$ cat src/rtl/dcache_ctrl.sv
// Direct-mapped, write-back, write-allocate data-cache controller.
// Hits are served with no added cycles; misses stall while a dirty victim is written back and the line is refilled.
module dcache_ctrl #(
  parameter int IDX_W = 3,
  parameter int OFF_W = 2
) (
  input  logic        clk,
  input  logic        rst_n,
  input  logic [12:0] cpu_addr,
  input  logic        cpu_re,
  input  logic        cpu_we,
  input  logic [15:0] cpu_wdata,
  output logic [15:0] cpu_rdata,
  output logic        stall,
  output logic [12:0] mem_addr,
  output logic        mem_re,
  output logic        mem_we,
  output logic [15:0] mem_wdata,
  input  logic [15:0] mem_rdata
);

  localparam int TAG_W = 13 - IDX_W - OFF_W;
  localparam int LINES = 1 << IDX_W;
  localparam int WORDS = 1 << (IDX_W + OFF_W);

  typedef enum logic [1:0] {IDLE, WB, FILL} state_t;

  state_t             state_q, state_d;
  logic [OFF_W-1:0]   cnt_q, cnt_d;
  logic [LINES-1:0]   valid_q, dirty_q;
  logic [TAG_W-1:0]   tag_arr [LINES];
  logic [15:0]        data_arr [WORDS];

  logic [TAG_W-1:0]   cpu_tag;
  logic [IDX_W-1:0]   idx;
  logic [OFF_W-1:0]   off;
  logic               req, hit, last;
  logic               stall_c, st_hit, fill_done, arr_we;
  logic [IDX_W+OFF_W-1:0] arr_waddr;
  logic [15:0]        arr_wdata;

  assign cpu_tag = cpu_addr[12 -: TAG_W];
  assign idx     = cpu_addr[OFF_W +: IDX_W];
  assign off     = cpu_addr[OFF_W-1:0];
  assign req     = cpu_re || cpu_we;
  assign hit     = valid_q[idx] && (tag_arr[idx] == cpu_tag);
  assign last    = (cnt_q == {OFF_W{1'b1}});

  always_comb begin
    state_d   = state_q;
    cnt_d     = cnt_q;
    stall_c   = 1'b0;
    mem_re    = 1'b0;
    mem_we    = 1'b0;
    mem_addr  = '0;
    mem_wdata = '0;
    cpu_rdata = '0;
    st_hit    = 1'b0;
    fill_done = 1'b0;
    arr_we    = 1'b0;
    arr_waddr = {idx, off};
    arr_wdata = cpu_wdata;
    case (state_q)
      IDLE: begin
        if (req) begin
          if (hit) begin
            // Simultaneous re/we is a store.
            if (cpu_we) begin
              st_hit = 1'b1;
              arr_we = 1'b1;
            end else begin
              cpu_rdata = data_arr[{idx, off}];
            end
          end else begin
            stall_c = 1'b1;
            cnt_d   = '0;
            state_d = (valid_q[idx] && dirty_q[idx]) ? WB : FILL;
          end
        end
      end
      WB: begin
        stall_c   = 1'b1;
        mem_we    = 1'b1;
        mem_addr  = {tag_arr[idx], idx, cnt_q};
        mem_wdata = data_arr[{idx, cnt_q}];
        cnt_d     = cnt_q + 1'b1;
        if (last) state_d = FILL;
      end
      FILL: begin
        stall_c   = 1'b1;
        mem_re    = 1'b1;
        mem_addr  = {cpu_tag, idx, cnt_q};
        arr_we    = 1'b1;
        arr_waddr = {idx, cnt_q};
        arr_wdata = mem_rdata;
        cnt_d     = cnt_q + 1'b1;
        if (last) begin
          fill_done = 1'b1;
          state_d   = IDLE;
        end
      end
      default: state_d = IDLE;
    endcase
  end

  // Gate with reset so the pipeline is released the moment reset asserts.
  assign stall = stall_c && rst_n;

  always_ff @(posedge clk or negedge rst_n) begin
    if (!rst_n) begin
      state_q <= IDLE;
      cnt_q   <= '0;
      valid_q <= '0;
      dirty_q <= '0;
    end else begin
      state_q <= state_d;
      cnt_q   <= cnt_d;
      if (st_hit) dirty_q[idx] <= 1'b1;
      if (fill_done) begin
        valid_q[idx] <= 1'b1;
        dirty_q[idx] <= 1'b0;
      end
    end
  end

  always_ff @(posedge clk) begin
    if (arr_we) data_arr[arr_waddr] <= arr_wdata;
    if (fill_done) tag_arr[idx] <= cpu_tag;
  end

  a_no_rd_wr: assert property (@(posedge clk) disable iff (!rst_n) !(mem_re && mem_we));

endmodule

$ cat config.mk
export PLATFORM = sky130hd
export DESIGN_NAME = dcache_ctrl
export DESIGN_NICKNAME = d
export VERILOG_FILES = /design/src/rtl/dcache_ctrl.sv
export SDC_FILE = /design/constraint.sdc
export NUM_CORES = 1
export LEC_CHECK = 0
export BUFFER_PORTS_ARGS = -buffer_cell sky130_fd_sc_hd__buf_2
export CAP_MARGIN = 20
export CORE_MARGIN = 2
export CORE_UTILIZATION = 62
export CTS_BUF_LIST = sky130_fd_sc_hd__clkbuf_16
export DETAILED_ROUTE_END_ITERATION = 8
export PLACE_DENSITY = 0.78
export SLEW_MARGIN = 20
export SYNTH_ARGS = -nofsm -noshare
export SYNTH_HDL_FRONTEND = slang
export SYNTH_SLANG_ARGS = --single-unit
$ cat constraint.sdc
create_clock -name clk -period 3.65 [get_ports clk]
set_input_delay 0.365 -clock clk [delete_from_list [all_inputs] [get_ports clk]]
set_output_delay 0.365 -clock clk [all_outputs]
set_load 0.01 [all_outputs]
==> out/results.ini, run 1 <==
[timing]
rsz0062_at_grt = yes
holdWs_ps = 71.37
period_needed_ps = 3577
worst_slack_ps = 72.94
max_slew_margin_pct = 30.87
finalSetupViolations = 0
tightest_slew_ps = 1037
tns_ps = 0
drv_slew = 0
hold_viol = 0
max_freq_mhz = 279.6
finClkSkew_ps = 20.34
fin_crit_sh_pct = 98.00

[setup_path]
cp-start-kind = flop
r2r_setup_slack_ps = 390
required_ps = 3280
critical_path_class = reg2out
worstPathArrival_ps = 3210
critPathLaunch = tag_arr[7][1]
cp_max_fo = 7
reg2reg_from = tag_arr[4][0]
worstReg2RegEnd = data_arr[0][15]
ff2ff_path_depth = 10
cp-endpoint = stall
end_kind = primary output

[logic_synthesis]
syn_area_um2 = 27220
syn_area_per_cell_um2 = 19.40
synth_common_cells = edfxtp_1, mux4_2, a22oi_1, clkbuf_1, nand2_1
syn_nets = 1457
yosys_register_bits = 596
synth_most_common_cell = edfxtp_1
ys_warn_count = 0
postSynthCellCount = 1403
synth_edf_count = 576
synth_top_area_cell = edfxtp_1
synthTopCellsByArea = edfxtp_1, mux4_2, a22oi_1
synth_cell_type_count = 52
synthArstFlopShare_pct = 3.356
synthFlopType = edfxtp_1
synth_top_cell_area_share_pct = 63.55
synth_seq_area_share_pct = 65.39

[placed_design]
port_buffers = 96
place_congestion = 0.9576
place_worst_setup_slack_ps = 216.9
dpl.hpwl_mm = 52.21
dpl-instance-area_um2 = 29480

[route]
detail_route.first_pass.iterations = 6
met3_length_mm = 11.15
met2_length_mm = 36.95
met1Wirelength_mm = 27.35
vias_per_cell = 7.604
drc = 0
routedWlPerCell_um = 35.39
routed.top_layer = met5
ant_nets = 0
drtIter0Drc = 2954
vias = 16950
drt-total-wl_mm = 78.88

[pwr]
ir_worst_vdd_mv = 0.6502
power.internal_mw = 13.80
power.density_nw_per_um2 = 621.6
swShare_pct = 29.59
seqPwrFrac_pct = 44.4
comb_power_share_pct = 26.1
p_leak_nw = 10.18
switching_power_mw = 5.798
clkPwrFrac_pct = 29.5

[cts]
clkLatencyLatePin_ps = 630
numClockSinks = 596
clkTransAtPathRegs_ps = 60
cts_tree = yes
clock_path_buffers = 3
clockRootBuffer = clkbuf_16
numCtsBuffers = 58
cts_max_level = 2

[finish]
areaGrowthSynthToFinish_pct = 15.82
ff_latch_area_um2 = 17800
finalInstanceArea_um2 = 31520
final_core_util_pct = 73.02
fill_cells = 2490
drive_gt1_share_pct = 41.38
multi_input_area_um2 = 9299
finalNetCount = 1647

[floorplan]
chipWidth_um = 213.5
die_area_um2 = 45590
die_h_um = 213.5
core_area_um2 = 43170
boundaryPins = 97
rows = 76
start_util_pct = 63.05

[global_routing]
grt_pass1_vias = 16290
overflow = 0
grt_first_pass_wirelength_mm = 112.6
antenna_found_initial = 6
grt_max_degree = 40
grtUsageTotal_pct = 35.35

[hold_path]
min_path_type = in2reg

[run_status]
status = complete, no violations

[run]
maxCapViolCount = 0

==> sequential cells by signal, summed over array words and instances, names as in the netlist <==
register,count
data_arr,512
dirty_q,8
cnt_q,2
tag_arr,64
valid_q,8
state_q,2
==> cell families after synthesis <==
group                    synth area share [%]
AND/OR/NAND/NOR                         2.409
flip-flops                              65.39
multiplexers                            23.48
adder cells (fa/ha/maj)                0.2298
buffers and inverters                   1.742
AO/OA/AOI/OAI                           6.656
XOR/XNOR                              0.09655
==> metrics by stage <==
stage	cells	total power, mW
detailed placement	2114	13.78
floorplan	1403	11.93
global route	2226	20.14
CTS	2224	19.49
finish	2229	19.59
global placement	2114	13.66
==> power groups by stage <==
stage | clock (mW) | sequential [mW] | combinational, mW
2_1_floorplan | 0 | 8.59 | 3.35
3_3_place_gp | 0 | 8.80 | 4.85
3_5_place_dp | 0 | 8.84 | 4.94
4_1_cts | 5.80 | 8.70 | 4.98
5_1_grt | 6.06 | 8.72 | 5.36
6_report | 5.79 | 8.69 | 5.11
==> cell type report <==
type / count / share of cell area, %
Timing Repair Buffer: 238 / 5.779
Multi-Input combinational cell: 690 / 29.50
Sequential cell: 596 / 56.48
Inverter: 9 / 0.1072
Clock inverter: 50 / 1.187
Clock buffer: 58 / 4.604
Tap cell: 585 / 2.322
Antenna cell: 3 / 0.02381
==> worst max-delay path, stage by stage (launching register included) <==
cell,delay (ps)
edfxtp_1,380
mux4_2,480
mux2i_2,200
xor2_1,260
buf_4,160
o2111ai_1,170
a2111oi_4,330
buf_4,230
o21ai_1,70
and3b_1,180
buf_2,130
==> cells in the final DEF (no fill, tap or decap), types with 5 or more instances in the layout <==
cell type | netlist | final
a21oi_1 | 14 | 5
a21oi_2 | 0 | 9
a221oi_1 | 16 | 16
a22o_1 | 20 | 20
a22oi_1 | 104 | 103
a31oi_1 | 16 | 7
a31oi_2 | 0 | 7
a41oi_1 | 25 | 25
and2_1 | 7 | 7
buf_12 | 0 | 17
buf_2 | 10 | 93
buf_4 | 4 | 121
bufinv_16 | 0 | 5
clkbuf_16 | 0 | 60
clkinv_1 | 0 | 10
clkinv_2 | 0 | 16
dfrtp_1 | 20 | 18
edfxtp_1 | 576 | 576
inv_1 | 9 | 22
mux2_2 | 21 | 21
mux2i_1 | 16 | 15
mux4_2 | 264 | 264
nand2_1 | 48 | 48
nand3_1 | 7 | 6
nor2_1 | 33 | 29
nor3_1 | 9 | 5
o21ai_0 | 6 | 6
o22ai_2 | 0 | 24
or2_2 | 9 | 9
or3_1 | 5 | 5
==> metal layers <==
metal | GRT usage (%) | vias up
met5 | 0 | -
met4 | 12.81 | 8
met3 | 9.930 | 247
met2 | 53.77 | 1461
met1 | 50.11 | 8696
li1 | - | 6537
==> how the worst min path moves through the flow <==
stage                    endpoint  depth (start not counted)          from  slack, ps
floorplan                cnt_q[0]                          0         rst_n         70
global placement         cnt_q[1]                          1         rst_n        350
detailed placement       cnt_q[1]                          1         rst_n        360
CTS                 tag_arr[3][1]                          1   cpu_addr[6]         60
global route        tag_arr[1][5]                          1  cpu_addr[10]         80
finish              tag_arr[6][3]                          1   cpu_addr[8]         70
==> repair_timing <==
item,CTS,global route
cloned,0,1
pin swaps,1,4
resized for setup,3,21
hold endpoints to repair,20,0
hold buffers,1,0
buffers inserted,1,2
setup endpoints to repair,2,12
No activity file was read; power rests on OpenSTA's default activity.
==> inputs of run 2 (changes only) <==
PLACE_DENSITY = 0.82   (was 0.78)
==> run 2 against run 1 <==
Effect of this change:
- the flow now finishes with violations (setup timing)
- final cell count down 0.45%
- global-route usage up 1.7 points
- clock-buffer cell count up 3
- hold slack better by 25 ps
- fmax down 3.2%
- design area up 0.19%
- combinational power up 4.1%
- first-iteration DRC count up 8.3%
- flip-flop and latch count unchanged
- largest power group unchanged
- highest routed layer unchanged
==> out/results.ini, run 2 (same netlist as run 1, synthesis figures left out) <==
[finish]
finalInstanceArea_um2 = 31580  ; +0.19%
layout_common_cells = edfxtp_1, mux4_2, a22oi_1
top_register = data_arr
largest_reg_flops = 512  ; unchanged
drive_gt1_share_pct = 40.47  ; -0.91 points
reg_top3 = data_arr x512, tag_arr x64
fin_cells = 2219  ; -0.45%
final_common_cell = edfxtp_1
finalNetCount = 1635  ; -0.73%
areaGrowthSynthToFinish_pct = 16.04

[global_routing]
overflow = 0  ; unchanged
grt_pass1_vias = 16910  ; +3.8%
grt_max_degree = 64  ; +60%
grtUsageTotal_pct = 37.01  ; +1.7 points
antenna_found_initial = 7  ; +1
grt_first_pass_wirelength_mm = 117.3  ; +4.2%

[setup_path]
reg2reg_from = tag_arr[0][0]
worstPathArrival_ps = 3330  ; +120 ps
cp_max_fo = 33  ; +26
ff2ff_path_depth = 10  ; unchanged
worstReg2RegEnd = data_arr[0][2]
required_ps = 3280  ; about the same
r2r_setup_slack_ps = 550  ; +160 ps
cp-start-kind = flop
critical_path_class = reg2out
end_kind = primary output

[cts]
numClockSinks = 596  ; unchanged
clkLatencyLatePin_ps = 630  ; about the same
cts_max_level = 2  ; unchanged
cts_tree = yes
clock_path_buffers = 3  ; unchanged
numCtsBuffers = 59  ; +1.7%
clkTransAtPathRegs_ps = 60  ; about the same
clockRootBuffer = clkbuf_16

[pwr]
ir_worst_vdd_mv = 0.5297  ; -19%
p_leak_nw = 10.16  ; -0.28%
power.density_nw_per_um2 = 633.5  ; +1.9%

[timing]
max_freq_mhz = 270.7  ; -3.2%
holdWs_ps = 96.02  ; +24.65 ps
finalSetupViolations = 1  ; +1
drv_slew = 0  ; unchanged
tightest_slew_ps = 1159  ; +121.9 ps
period_needed_ps = 3694  ; +117.4 ps
worst_slack_ps = -44.47  ; -117.4 ps
hold_viol = 0  ; unchanged
finClkSkew_ps = 27.09  ; +6.745 ps
max_slew_margin_pct = 22.66  ; -8.2 points
fin_crit_sh_pct = 101.2  ; +3.2 points

[floorplan]
boundaryPins = 97  ; unchanged
die_h_um = 213.5  ; unchanged
chipWidth_um = 213.5  ; unchanged
start_util_pct = 63.05  ; unchanged
rows = 76  ; unchanged
core_area_um2 = 43170  ; unchanged
die_area_um2 = 45590  ; unchanged

[route]
vias = 17020  ; +0.44%
drt-total-wl_mm = 82.19  ; +4.2%
routedWlPerCell_um = 37.04  ; +4.7%
drc = 0  ; unchanged
drtIter0Drc = 3198  ; +8.3%
detail_route.first_pass.iterations = 5  ; -1
ant_nets = 0  ; unchanged
vias_per_cell = 7.671  ; +0.89%

[run_status]
status = finished, violations left
violations = setup timing

[placed_design]
place_congestion = 0.9712  ; +1.4%
place_worst_setup_slack_ps = 226.1  ; +9.149 ps
port_buffers = 96  ; unchanged
dpl-instance-area_um2 = 29450  ; -0.12%
dpl.hpwl_mm = 52.95  ; +1.4%
dp_cells = 2096  ; -0.85%

[hold_path]
hold_end = tag_arr[3][1]
hold_depth = 1  ; unchanged
hold_start = cpu_addr[6]
min_path_type = in2reg

[run]
maxCapViolCount = 0  ; unchanged

run 2: cell count changes in the layout (fill, tap and decap cells not counted), moves of 3 or more:
cell      before  now
buf_4        121   98
buf_12        17   27
clkinv_2      16    7
clkinv_1      10   21
inv_6          3    0
run 2: worst max-delay path, cell delays in order (launching register included):
cell and delay (ps):
dfrtp_4 780, buf_12 300, mux4_2 390, a22oi_1 450, a41oi_1 440, buf_2 280
run 2: power by group:
part | internal (mW) | switching [mW]
Clock | 3.42 | 2.60
Combinational | 2.27 | 3.06
Sequential | 8.38 | 0.278
Total | 14.1 | 5.93
run 2: how the worst max path moves through the flow:
stage | cells after the start | from | endpoint
global route | 6 | cnt_q[0] | mem_wdata[5]
CTS | 10 | tag_arr[3][5] | cpu_rdata[3]
floorplan | 9 | cpu_addr[4] | data_arr[10][0]
global placement | 7 | cpu_addr[0] | cpu_rdata[12]
detailed placement | 7 | cpu_addr[0] | cpu_rdata[12]
finish | 5 | cnt_q[1] | mem_wdata[13]
run 2: area by class of cell:
class / instances / area [µm²]
Inverter: 9 / 33.78
Timing Repair Buffer: 225 / 1833
Clock inverter: 50 / 374.1
Sequential cell: 596 / 17800
Multi-Input combinational cell: 690 / 9273
Antenna cell: 3 / 7.507
Tap cell: 585 / 732.0
Clock buffer: 61 / 1526
Fill cell: 2392 / 11590
run 2: metrics by stage:
| stage | util [%] | setup TNS (ps) | power, mW |
|---|---|---|---|
| 2_1_floorplan | - | 0 | 11.93 |
| 3_3_place_gp | 68.21 | 0 | 13.67 |
| 3_5_place_dp | 68.21 | 0 | 13.86 |
| 4_1_cts | 72.81 | 0 | 19.91 |
| 5_1_grt | 73.14 | -57.58 | 20.48 |
| 6_report | 73.16 | -44.47 | 20.01 |
run 2: per-layer routing:
metal | GRT usage, % | vias up | share of wire, %
met4 | 15.06 | 8 | 4.6
met3 | 11.83 | 263 | 15
met5 | 0.3233 | - | 0.062
met2 | 58.15 | 1557 | 48
met1 | 48.81 | 8687 | 32
li1 | - | 6508 | -
run 2: timing repair:
action	4_1_cts	5_1_grt
hold buffers	1	0
endpoints found under the setup margin	7	9
resized for setup	0	20
endpoints found under the hold margin	20	0
gates cloned	0	1
setup buffers	6	1
pin swaps	0	2
==> inputs of run 3 (changes only) <==
BUFFER_PORTS_ARGS = -buffer_cell sky130_fd_sc_hd__clkbuf_2   (was -buffer_cell sky130_fd_sc_hd__buf_2)
==> run 3 against run 2 <==
Effect of this change:
- the flow now finishes without violations
- core utilization fell by 0.15 points
- sequential share of layout area rose by 0.12 points
- clock power fell by 3.8%
- clock skew fell by 8.4 ps
- sequential power fell by 0.7%
- flip-flop and latch count did not move
- final cell count rose by 0.36%
- critical path depth rose by 5
- largest cell class unchanged
==> out/results.ini, run 3 (same netlist as run 1, synthesis figures left out) <==
[run_status]
status = complete, no violations

[setup_path]
reg2reg_from = tag_arr[7][1]
end_kind = primary output
cp_max_fo = 16  ; -52%
worstPathArrival_ps = 3230  ; -100 ps
critPathLaunch = tag_arr[7][5]
required_ps = 3280  ; about the same
critical_path_class = reg2out
cp-start-kind = flop

[finish]
fill_cells = 2422  ; +1.3%
top_register = data_arr
reg_top3 = data_arr x512, tag_arr x64
finalNetCount = 1651  ; +0.98%
final_common_cell = edfxtp_1
drive_gt1_share_pct = 40.38  ; -0.088 points
final_core_util_pct = 73.01  ; -0.15 points
layout_common_cells = edfxtp_1, mux4_2, buf_4
ff_latch_area_um2 = 17800  ; unchanged
multi_input_area_um2 = 9205  ; -0.73%
finalInstanceArea_um2 = 31520  ; -0.21%
areaGrowthSynthToFinish_pct = 15.79
largest_reg_flops = 512  ; unchanged
fin_cells = 2227  ; +0.36%
num_antenna_cells = 0  ; -3

[route]
routedWlPerCell_um = 35.78  ; -3.4%
drtIter0Drc = 3093  ; -3.3%
drt-total-wl_mm = 79.69  ; -3.0%
ant_nets = 0  ; unchanged
detail_route.first_pass.iterations = 6  ; +1
drc = 0  ; unchanged
vias_per_cell = 7.656  ; -0.20%
vias = 17050  ; +0.16%

[cts]
cts_tree = yes
numClockSinks = 596  ; unchanged
numCtsBuffers = 57  ; -3.4%
clock_path_buffers = 3  ; unchanged
clockRootBuffer = clkbuf_16
cts_max_level = 2  ; unchanged
clkLatencyLatePin_ps = 620  ; about the same
clkTransAtPathRegs_ps = 70  ; about the same

[floorplan]
chipWidth_um = 213.5  ; unchanged
rows = 76  ; unchanged
die_area_um2 = 45590  ; unchanged
boundaryPins = 97  ; unchanged
start_util_pct = 63.05  ; unchanged
die_h_um = 213.5  ; unchanged
core_area_um2 = 43170  ; unchanged

[pwr]
ir_worst_vdd_mv = 0.6051  ; +14%
p_leak_nw = 10.18  ; +0.19%
power.density_nw_per_um2 = 625.5  ; -1.3%

[timing]
hold_viol = 0  ; unchanged
finalSetupViolations = 0  ; -1
fin_crit_sh_pct = 98.51  ; -2.7 points
max_slew_margin_pct = 25.47  ; +2.8 points
holdWs_ps = 73.29  ; -22.73 ps
tightest_slew_ps = 1117  ; -42.03 ps
drv_slew = 0  ; unchanged
period_needed_ps = 3596  ; -98.78 ps
max_freq_mhz = 278.1  ; +2.7%
finClkSkew_ps = 18.72  ; -8.373 ps

[global_routing]
grt_max_degree = 53  ; -17%
grt_pass1_vias = 16810  ; -0.56%
overflow = 0  ; unchanged
grtUsageTotal_pct = 36.20  ; -0.81 points
grt_first_pass_wirelength_mm = 115.9  ; -1.2%
antenna_found_initial = 5  ; -2

[placed_design]
port_buffers = 96  ; unchanged
dpl-instance-area_um2 = 29580  ; +0.47%
dp_cells = 2111  ; +0.72%
dpl.hpwl_mm = 51.85  ; -2.1%
place_congestion = 1.018  ; +4.8%

[hold_path]
hold_start = cpu_addr[11]
min_path_type = in2reg

[run]
maxCapViolCount = 0  ; unchanged

run 3: changes by cell type in the layout (fill, tap and decap cells not counted), sizes merged:
cell      before  now
inv           20   24
clkinv        29   24
buf          222  147
diode          3    0
clkbuf        63  154
bufinv         6    5
clkinvlp       4    1
run 3: path summary, 6_finish.rpt:
kind	to	slack, ps	cells after the start
max	cpu_rdata[9]	50	10
min	tag_arr[6][6]	70	1
max reg2reg	data_arr[2][1]	380	11
min reg2reg	valid_q[4]	470	1
max in group asynchronous	cnt_q[0]	2980	2
min in group asynchronous	cnt_q[1]	260	2
run 3: stage by stage:
step	setup TNS, ps	worst slack, ps	total power [mW]
5_1_grt	-50.02	-26.14	20.21
3_5_place_dp	0	226.4	13.82
2_1_floorplan	0	105.0	11.93
4_1_cts	0	3.147	19.56
3_3_place_gp	0	355.4	13.70
6_report	0	54.31	19.72
run 3: area by class of cell:
cell class	instances	area share (%)
sequential	596	56.49
multi-input combinational	690	29.21
timing repair buffer	243	6.177
clock buffer	59	4.684
tap	585	2.322
clock inverter	45	1.012
inverter	9	0.1072
run 3: what timing repair did:
action / in CTS / in global routing
gates resized for setup: 0 / 6
pin swaps: 0 / 2
hold buffers: 1 / 0
gates cloned: 0 / 0
buffers inserted: 1 / 10
hold endpoints to repair: 20 / 0
endpoints found under the setup margin: 2 / 13
run 3: metal layers:
layer	wire, µm	vias up	part of all wire [%]	track usage, %
met5	30	-	0.038	0
met4	3243	6	4.1	13.05
met3	12150	239	15	11.69
met2	38400	1588	48	57.14
met1	25880	8701	32	48.20
li1	-	6516	-	-
run 3: worst max-delay path, stage by stage, from the launching register on:
cell and delay (ps):
edfxtp_1 400, mux4_2 500, mux2i_2 210, xor2_1 250
nand4_1 140, a21oi_2 220, nand3_1 140, buf_6 220
a31oi_1 230, buf_4 170, clkbuf_2 130
run 3: report_power, final:
part | total [mW] | switching (mW) | internal [mW] | leakage (nW)
logic | 5.32 | 3.04 | 2.27 | 3.81
clock network | 5.80 | 2.55 | 3.25 | 0.933
registers | 8.60 | 0.215 | 8.38 | 5.44
total | 19.7 | 5.81 | 13.9 | 10.2
